File: src/rtl/pingpong_tile_scheduler.sv
// Ping-pong tile buffer scheduler: fills one tile buffer from the loader while the
// compute array drains the other, swapping roles each tile until the job completes.
module pingpong_tile_scheduler #(
  parameter  int TILE_DEPTH  = 16,
  parameter  int NUM_TILES_W = 8,
  localparam int AW          = $clog2(TILE_DEPTH)
) (
  input  logic                   clk,
  input  logic                   rst_n,
  input  logic                   start,
  input  logic [NUM_TILES_W-1:0] num_tiles,
  output logic                   busy,
  output logic                   done,
  input  logic                   ld_valid,
  output logic                   ld_ready,
  output logic                   ld_wr_en,
  output logic                   ld_buf_sel,
  output logic [AW-1:0]          ld_addr,
  output logic                   rd_valid,
  input  logic                   rd_ready,
  output logic                   rd_buf_sel,
  output logic [AW-1:0]          rd_addr,
  output logic                   rd_last,
  output logic [1:0]             buf_full
);

  // state | meaning
  // IDLE  | waiting for start
  // RUN   | loading and draining tiles
  // DONE  | one-cycle job-complete pulse
  typedef enum logic [1:0] {IDLE, RUN, DONE} state_t;

  localparam logic [AW-1:0] LAST_ADDR = AW'(TILE_DEPTH - 1);

  state_t                 state;
  logic [NUM_TILES_W-1:0] num_q;
  logic                   lp, rp;
  logic [AW-1:0]          ld_cnt, rd_cnt;
  logic [NUM_TILES_W:0]   tiles_loaded, tiles_read, tiles_read_nxt;
  logic                   run, rd_hs, ld_tile_done, rd_tile_done;

  assign run          = (state == RUN);
  assign busy         = run;
  assign done         = (state == DONE);
  assign ld_ready     = run & ~buf_full[lp] & (tiles_loaded < {1'b0, num_q});
  assign ld_wr_en     = ld_valid & ld_ready;
  assign ld_buf_sel   = lp;
  assign ld_addr      = ld_cnt;
  assign rd_valid     = run & buf_full[rp];
  assign rd_buf_sel   = rp;
  assign rd_addr      = rd_cnt;
  assign rd_last      = rd_valid & (rd_cnt == LAST_ADDR);
  assign rd_hs        = rd_valid & rd_ready;
  assign ld_tile_done = ld_wr_en & (ld_cnt == LAST_ADDR);
  assign rd_tile_done = rd_hs & rd_last;

  // Look ahead one tile so done follows the final read handshake by a single cycle.
  assign tiles_read_nxt = tiles_read + {{NUM_TILES_W{1'b0}}, rd_tile_done};

  always_ff @(posedge clk) begin
    if (!rst_n) begin
      state        <= IDLE;
      num_q        <= '0;
      lp           <= 1'b0;
      rp           <= 1'b0;
      ld_cnt       <= '0;
      rd_cnt       <= '0;
      buf_full     <= 2'b00;
      tiles_loaded <= '0;
      tiles_read   <= '0;
    end else begin
      case (state)
        IDLE: begin
          if (start) begin
            state        <= RUN;
            num_q        <= num_tiles;
            lp           <= 1'b0;
            rp           <= 1'b0;
            ld_cnt       <= '0;
            rd_cnt       <= '0;
            buf_full     <= 2'b00;
            tiles_loaded <= '0;
            tiles_read   <= '0;
          end
        end
        RUN: begin
          if (ld_wr_en) begin
            ld_cnt <= ld_cnt + 1'b1;
            if (ld_tile_done) begin
              buf_full[lp] <= 1'b1;
              lp           <= ~lp;
              tiles_loaded <= tiles_loaded + 1'b1;
            end
          end
          // lp and rp never name the same buffer while both a fill and a drain complete.
          if (rd_hs) begin
            rd_cnt <= rd_cnt + 1'b1;
            if (rd_tile_done) begin
              buf_full[rp] <= 1'b0;
              rp           <= ~rp;
              tiles_read   <= tiles_read_nxt;
            end
          end
          if (tiles_read_nxt == {1'b0, num_q}) state <= DONE;
        end
        DONE:    state <= IDLE;
        default: state <= IDLE;
      endcase
    end
  end

endmodule

File: config.mk
export PLATFORM = sky130hd
export DESIGN_NAME = pingpong_tile_scheduler
export DESIGN_NICKNAME = d
export VERILOG_FILES = /design/src/rtl/pingpong_tile_scheduler.sv
export SDC_FILE = /design/constraint.sdc
export NUM_CORES = 1
export LEC_CHECK = 0
export CORE_MARGIN = 2
export CORE_UTILIZATION = 50
export DETAILED_ROUTE_END_ITERATION = 16
export PLACE_DENSITY_LB_ADDON = 0.3
export SETUP_SLACK_MARGIN = 0.1
export SYNTH_ARGS = -nofsm -noshare
export SYNTH_HDL_FRONTEND = slang
export SYNTH_SLANG_ARGS = --single-unit
File: constraint.sdc
create_clock -name clk -period 3.4 [get_ports clk]
set_input_delay 0.68 -clock clk [delete_from_list [all_inputs] [get_ports clk]]
set_output_delay 0.68 -clock clk [all_outputs]
set_load 0.02 [all_outputs]
==> impl_metrics.env, run 1 <==
export IMPL_grt_usage_pct=23.5
export IMPL_wl_per_cell_um=14.7
export IMPL_viasPerCell=5.69
export IMPL_p_per_area_nw_per_um2=378
export IMPL_num_fill_cells=399
export IMPL_cts_root_buffer="clkbuf_8"
export IMPL_netlist_area_um2=2190
export IMPL_critical_path_top_delay_family="buffers and inverters"
export IMPL_endpoint_kind="output port"
export IMPL_cts_buffer_depth=2
export IMPL_max_freq_mhz=318
export IMPL_synth_area_leaders="dfxtp_1 37%, ha_1 6.9%, nand2_1 6.9%, a21oi_1 6.4%, nor2_1 4.8%"
export IMPL_r2r_end="state[0]"
export IMPL_critPathMostFrequentCell="inv_1"
export IMPL_grt_max_degree=23
export IMPL_cts_htree_levels=2
export IMPL_clock_latency_ns=0.30
export IMPL_nets=340
export IMPL_wl_um=5410
export IMPL_ys_seq_area_share_pct=36.6
export IMPL_outcome="completed"
export IMPL_fp_dieW_um=70.1
export IMPL_relSlewSlack_pct=50.6
export IMPL_placed_cell_area_um2=2560
export IMPL_diodes=0
export IMPL_cpMaxStageDelayCell="clkdlybuf4s50_1"
export IMPL_fin_crit_sh_pct=92.6
export IMPL_setup_tns_ns=0
export IMPL_multi_input_comb_area_um2=1300
export IMPL_numCtsBuffers=5
export IMPL_p_leak_nw=1.00
export IMPL_io_pins=31
export IMPL_drc=0
export IMPL_hold_depth=2
export IMPL_synth_ff_type="dfxtp_1"
export IMPL_worstPathCellList="inv_1, ha_1, a21oi_1, o2111ai_2, nor2_1, nand3_2, inv_1, clkdlybuf4s50_1"
export IMPL_start_util_pct=50.9
export IMPL_regToRegSetupSlack_ns=0.45
export IMPL_ys_ff_latch=40
export IMPL_final_util_pct=62.1
export IMPL_crit_buf_inv=3
export IMPL_syn_num_nets=305
export IMPL_synthArstFlopShare_pct=0
export IMPL_antenna_found_initial=0
export IMPL_layout_area_seq_um2=801
export IMPL_critical_path_max_stage_delay_ns=0.59
export IMPL_synth_top_cell_by_area="dfxtp_1"
export IMPL_reg2reg_depth=11
export IMPL_p_total_mw=1.01
export IMPL_gp_congestion=0.906
export IMPL_design_area_um2=2670
export IMPL_startpoint="num_q[6]"
export IMPL_fin_skew_ns=0.00778
export IMPL_rsz0062_at_grt="no"
export IMPL_ant_nets=0
export IMPL_dr_pass1_iters=4
export IMPL_dp_hpwl_um=3900
export IMPL_worst_slew_pin_slew_ns=0.740
export IMPL_fp_dieH_um=70.1
export IMPL_layout_drive_gt1_share_pct=7.59
export IMPL_rr_startpoint="state[0]"
export IMPL_drt_iter0_drc=149
export IMPL_hold_buffers=0
export IMPL_syn_to_final_growth_pct=21.9
export IMPL_hp_class="reg2reg"
export IMPL_peakVddDrop_v=0.000218
export IMPL_synth_edff_count=0
export IMPL_die_area_um2=4920
export IMPL_crit_arrival_ns=2.47
export IMPL_worstSetupPathType="reg2out"
export IMPL_max_cap_viol_count=0
export IMPL_synth_top_cell_area_share_pct=36.6
export IMPL_cts_tree="built"
export IMPL_drv_slew=0
export IMPL_grt_pass1_vias=1945
export IMPL_rows=24
export IMPL_hold_viol=0
export IMPL_cp_start_kind="flop"
export IMPL_worstPathRequired_ns=2.72
export IMPL_synthCells=280
export IMPL_min_period_ns=3.15
export IMPL_path_max_fanout=6
export IMPL_port_buffers=30
export IMPL_vias=2095
export IMPL_path_depth=8
export IMPL_fin_hold_ws_ns=0.459
export IMPL_crit_path_end="ld_wr_en"
export IMPL_setup_viol=0
export IMPL_yosysUniqueCellTypes=45
export IMPL_cts_num_sinks=40
export IMPL_overflow=0
export IMPL_grt_pass1_wl_um=9140
export IMPL_avgSynthCellArea_um2=7.81
export IMPL_yosysWarnings=0
export IMPL_clk_pin_slew_ns=0.08
export IMPL_core_um2=4290
## worst min path at each step
| stage | startpoint | slack, ns | end |
|---|---|---|---|
| after floorplan | num_q[4] | 0.44 | num_q[4] |
| after global placement | num_q[4] | 0.45 | num_q[4] |
| after detailed placement | num_q[4] | 0.45 | num_q[4] |
| after CTS | num_q[4] | 0.46 | num_q[4] |
| after global routing | num_q[4] | 0.49 | num_q[4] |
| final | num_q[4] | 0.46 | num_q[4] |
## cells in the mapped netlist (2+ instances only)
| master | number |
|---|---|
| or4_1 | 2 |
| nand2_1 | 40 |
| nor3_1 | 5 |
| o21a_1 | 2 |
| o21ai_0 | 15 |
| nor2_1 | 28 |
| a31oi_1 | 9 |
| nor4_1 | 2 |
| nor2b_1 | 2 |
| dfxtp_1 | 40 |
| or3_1 | 6 |
| nand4_1 | 5 |
| xnor2_1 | 7 |
| xor2_1 | 6 |
| inv_1 | 14 |
| ha_1 | 12 |
| a211oi_1 | 3 |
| and2_1 | 3 |
| a21oi_1 | 28 |
| clkbuf_1 | 6 |
| nand3_1 | 14 |
| and3_1 | 4 |
| mux2i_1 | 3 |
| a311oi_1 | 2 |
| a22oi_1 | 2 |
## metal layers
layer  global-route usage [%]  vias to the layer above  wire length (µm)
li1                         -                     1062                 -
met1                     31.9                      953              2520
met2                     37.4                       70              2450
met3                     4.62                       10               349
met4                     8.55                        0               100
met5                        0                        -                 0
## registers in the layout (all words and copies together), names as in the netlist
register,flops
ld_addr,4
num_q,8
buf_full,2
tiles_loaded,9
ld_buf_sel,1
rd_buf_sel,1
state,2
rd_addr,4
tiles_read,9
## placed cells by master, fill, tap and decap left out, types with 9 or more instances in the layout
| master | netlist | routed |
|---|---|---|
| nand2_1 | 40 | 40 |
| dfxtp_1 | 40 | 40 |
| clkdlybuf4s50_1 | 0 | 30 |
| nor2_1 | 28 | 28 |
| a21oi_1 | 28 | 28 |
| o21ai_0 | 15 | 15 |
| inv_1 | 14 | 14 |
| nand3_1 | 14 | 13 |
| ha_1 | 12 | 12 |
| a31oi_1 | 9 | 9 |
## tightest hold or removal path, cell delays in order, from the launching register on
cell	delay, ns
dfxtp_1	0.31
nand2_1	0.05
a21oi_1	0.05
## report_power, final
| part | switching, mW | internal, mW | leakage, nW |
|---|---|---|---|
| clock | 0.165 | 0.166 | 0.0455 |
| combinational | 0.110 | 0.0717 | 0.633 |
| sequential | 0.0147 | 0.481 | 0.324 |
## through the flow
step                setup WS, ns  instances
CTS                        0.121        367
floorplan                  0.132        280
global placement           0.358        359
detailed placement         0.243        359
finish                     0.253        368
global route               0.150        368
## final cells by class
class,count,area share (%)
well taps,52,2.44
multi-input cells,216,48.7
repair buffers,36,13.0
inverters,16,2.44
clock buffers,8,3.38
flip-flops and latches,40,30.0
## repair_timing
action	4_1_cts	5_1_grt
resized for setup	0	2
hold endpoints to repair	0	0
endpoints found under the setup margin	0	2
setup buffers	0	1
## cell families (layout without fill, tap and decap cells)
| family | after synthesis | in the layout | synth area share [%] |
|---|---|---|---|
| AO/OA/AOI/OAI | 68 | 68 | 18.7 |
| XOR/XNOR | 13 | 13 | 5.21 |
| adder cells (fa/ha/maj) | 12 | 12 | 6.87 |
| buffers and inverters | 24 | 60 | 4.41 |
| flip-flops | 40 | 40 | 36.6 |
| multiplexers | 3 | 3 | 1.37 |
| AND/OR/NAND/NOR | 120 | 120 | 26.8 |
No activity file was read; power rests on OpenSTA's default activity.
==> inputs of run 2 (changes only) <==
--- a/config.mk
+++ b/config.mk
@@ -9,7 +9,9 @@
 export CORE_UTILIZATION = 50
 export DETAILED_ROUTE_END_ITERATION = 16
 export PLACE_DENSITY_LB_ADDON = 0.3
+export RECOVER_POWER = 25
 export SETUP_SLACK_MARGIN = 0.1
+export SLEW_MARGIN = 20
 export SYNTH_ARGS = -nofsm -noshare
 export SYNTH_HDL_FRONTEND = slang
 export SYNTH_SLANG_ARGS = --single-unit
==> impl_metrics.env, run 2 (synthesized netlist as in run 1, its figures left out) <==
export IMPL_num_fill_cells=403
export IMPL_fin_crit_sh_pct=90.9
export IMPL_cts_num_sinks=40
export IMPL_nets=340
export IMPL_syn_to_final_growth_pct=21.1
export IMPL_max_cap_viol_count=0
export IMPL_cp_start_kind="flop"
export IMPL_grt_pass1_wl_um=9140
export IMPL_placed_cell_area_um2=2560
export IMPL_overflow=0
export IMPL_clk_pin_slew_ns=0.08
export IMPL_layout_area_seq_um2=801
export IMPL_setup_viol=0
export IMPL_cpMaxStageDelayCell="clkdlybuf4s50_1"
export IMPL_port_buffers=30
export IMPL_max_freq_mhz=324
export IMPL_setup_tns_ns=0
export IMPL_rr_startpoint="state[0]"
export IMPL_vias=2080
export IMPL_worstPathCellList="inv_1, ha_1, a21oi_1, o2111ai_2, nor2_1, nand3_2, inv_1, clkdlybuf4s50_1"
export IMPL_cts_htree_levels=2
export IMPL_viasPerCell=5.65
export IMPL_worst_slew_pin_slew_ns=0.734
export IMPL_wl_um=5410
export IMPL_layout_common_cells="40 x nand2_1, 40 x dfxtp_1, 28 x nor2_1, 28 x a21oi_1, 25 x clkdlybuf4s50_1"
export IMPL_grt_pass1_vias=1945
export IMPL_numCtsBuffers=5
export IMPL_instances_no_fill=368
export IMPL_ant_nets=0
export IMPL_reg2reg_depth=11
export IMPL_dr_pass1_iters=5
export IMPL_dp_cells=359
export IMPL_setup_slack_ns=0.309
export IMPL_die_area_um2=4920
export IMPL_critPathMostFrequentCell="inv_1"
export IMPL_cts_buffer_depth=2
export IMPL_start_util_pct=50.9
export IMPL_clock_latency_ns=0.30
export IMPL_critical_path_max_stage_delay_ns=0.59
export IMPL_cts_root_buffer="clkbuf_8"
export IMPL_dp_slack_ns=0.243
export IMPL_cts_tree="built"
export IMPL_rsz0062_at_grt="no"
export IMPL_grt_usage_pct=23.5
export IMPL_multi_input_comb_area_um2=1290
export IMPL_relSlewSlack_pct=51.0
export IMPL_min_period_ns=3.09
export IMPL_layout_drive_gt1_share_pct=6.65
export IMPL_core_um2=4290
export IMPL_biggestRegsByFlops="tiles_loaded x9, tiles_read x9, num_q x8"
export IMPL_dp_hpwl_um=3900
export IMPL_antenna_found_initial=0
export IMPL_drc=0
export IMPL_fin_skew_ns=0.00737
export IMPL_design_area_um2=2650
export IMPL_p_per_area_nw_per_um2=380
export IMPL_drv_slew=0
export IMPL_hp_class="reg2reg"
export IMPL_startpoint="num_q[6]"
export IMPL_outcome="completed"
export IMPL_endpoint_kind="output port"
export IMPL_fp_dieH_um=70.1
export IMPL_hold_buffers=0
export IMPL_hold_start="num_q[4]"
export IMPL_drt_iter0_drc=170
export IMPL_hold_viol=0
export IMPL_io_pins=31
export IMPL_worstSetupPathType="reg2out"
export IMPL_worstPathRequired_ns=2.72
export IMPL_peakVddDrop_v=0.000217
export IMPL_diodes=0
export IMPL_p_total_mw=1.00
export IMPL_gp_congestion=0.906
export IMPL_wl_per_cell_um=14.7
export IMPL_fp_dieW_um=70.1
export IMPL_hold_depth=2
export IMPL_crit_arrival_ns=2.41
export IMPL_path_max_fanout=6
export IMPL_grt_max_degree=23
export IMPL_p_leak_nw=0.996
export IMPL_rows=24
## run 2: worst max-delay path: cells and delay by family (launching register included)
family,cells,cell delay [ns]
compound gates,2,0.35
fa+ha+maj,1,0.30
simple gates,2,0.35
flops,1,0.38
buf+inv,3,0.74
## run 2: final cells by class
type / instances / share of cell area (%)
timing repair buffer: 36 / 12.8
multi-input combinational: 216 / 48.7
inverter: 16 / 2.46
clock buffer: 8 / 3.40
sequential: 40 / 30.3
tap: 52 / 2.46
## run 2: final timing paths
path	to	slack, ns
setup / recovery	ld_wr_en	0.31
hold / removal	num_q[4]	0.46
setup reg to reg	state[0]	0.45
hold reg to reg	num_q[4]	0.46
## run 2: stage by stage
step           utilization (%)  hold WS (ns)
2_1_floorplan                -         0.436
3_3_place_gp              59.6         0.446
3_5_place_dp              59.6         0.452
4_1_cts                   61.7         0.464
5_1_grt                   61.6         0.494
6_report                  61.6         0.459
## run 2: power breakdown
part	switching [mW]	internal, mW
Sequential	0.0144	0.481
Combinational	0.109	0.0695
Clock	0.165	0.166
Total	0.289	0.716
## run 2: layer usage
metal	vias up	routed length, µm	global-route usage (%)
li1	1058	-	-
met1	948	2550	31.9
met2	66	2450	37.4
met3	8	327	4.62
met4	0	78	8.55
met5	-	0	0
## run 2: what timing repair did
action / in CTS / in global routing
buffers inserted: 0 / 1
hold endpoints to repair: 0 / 0
gates resized for setup: 0 / 2
setup endpoints to repair: 0 / 2
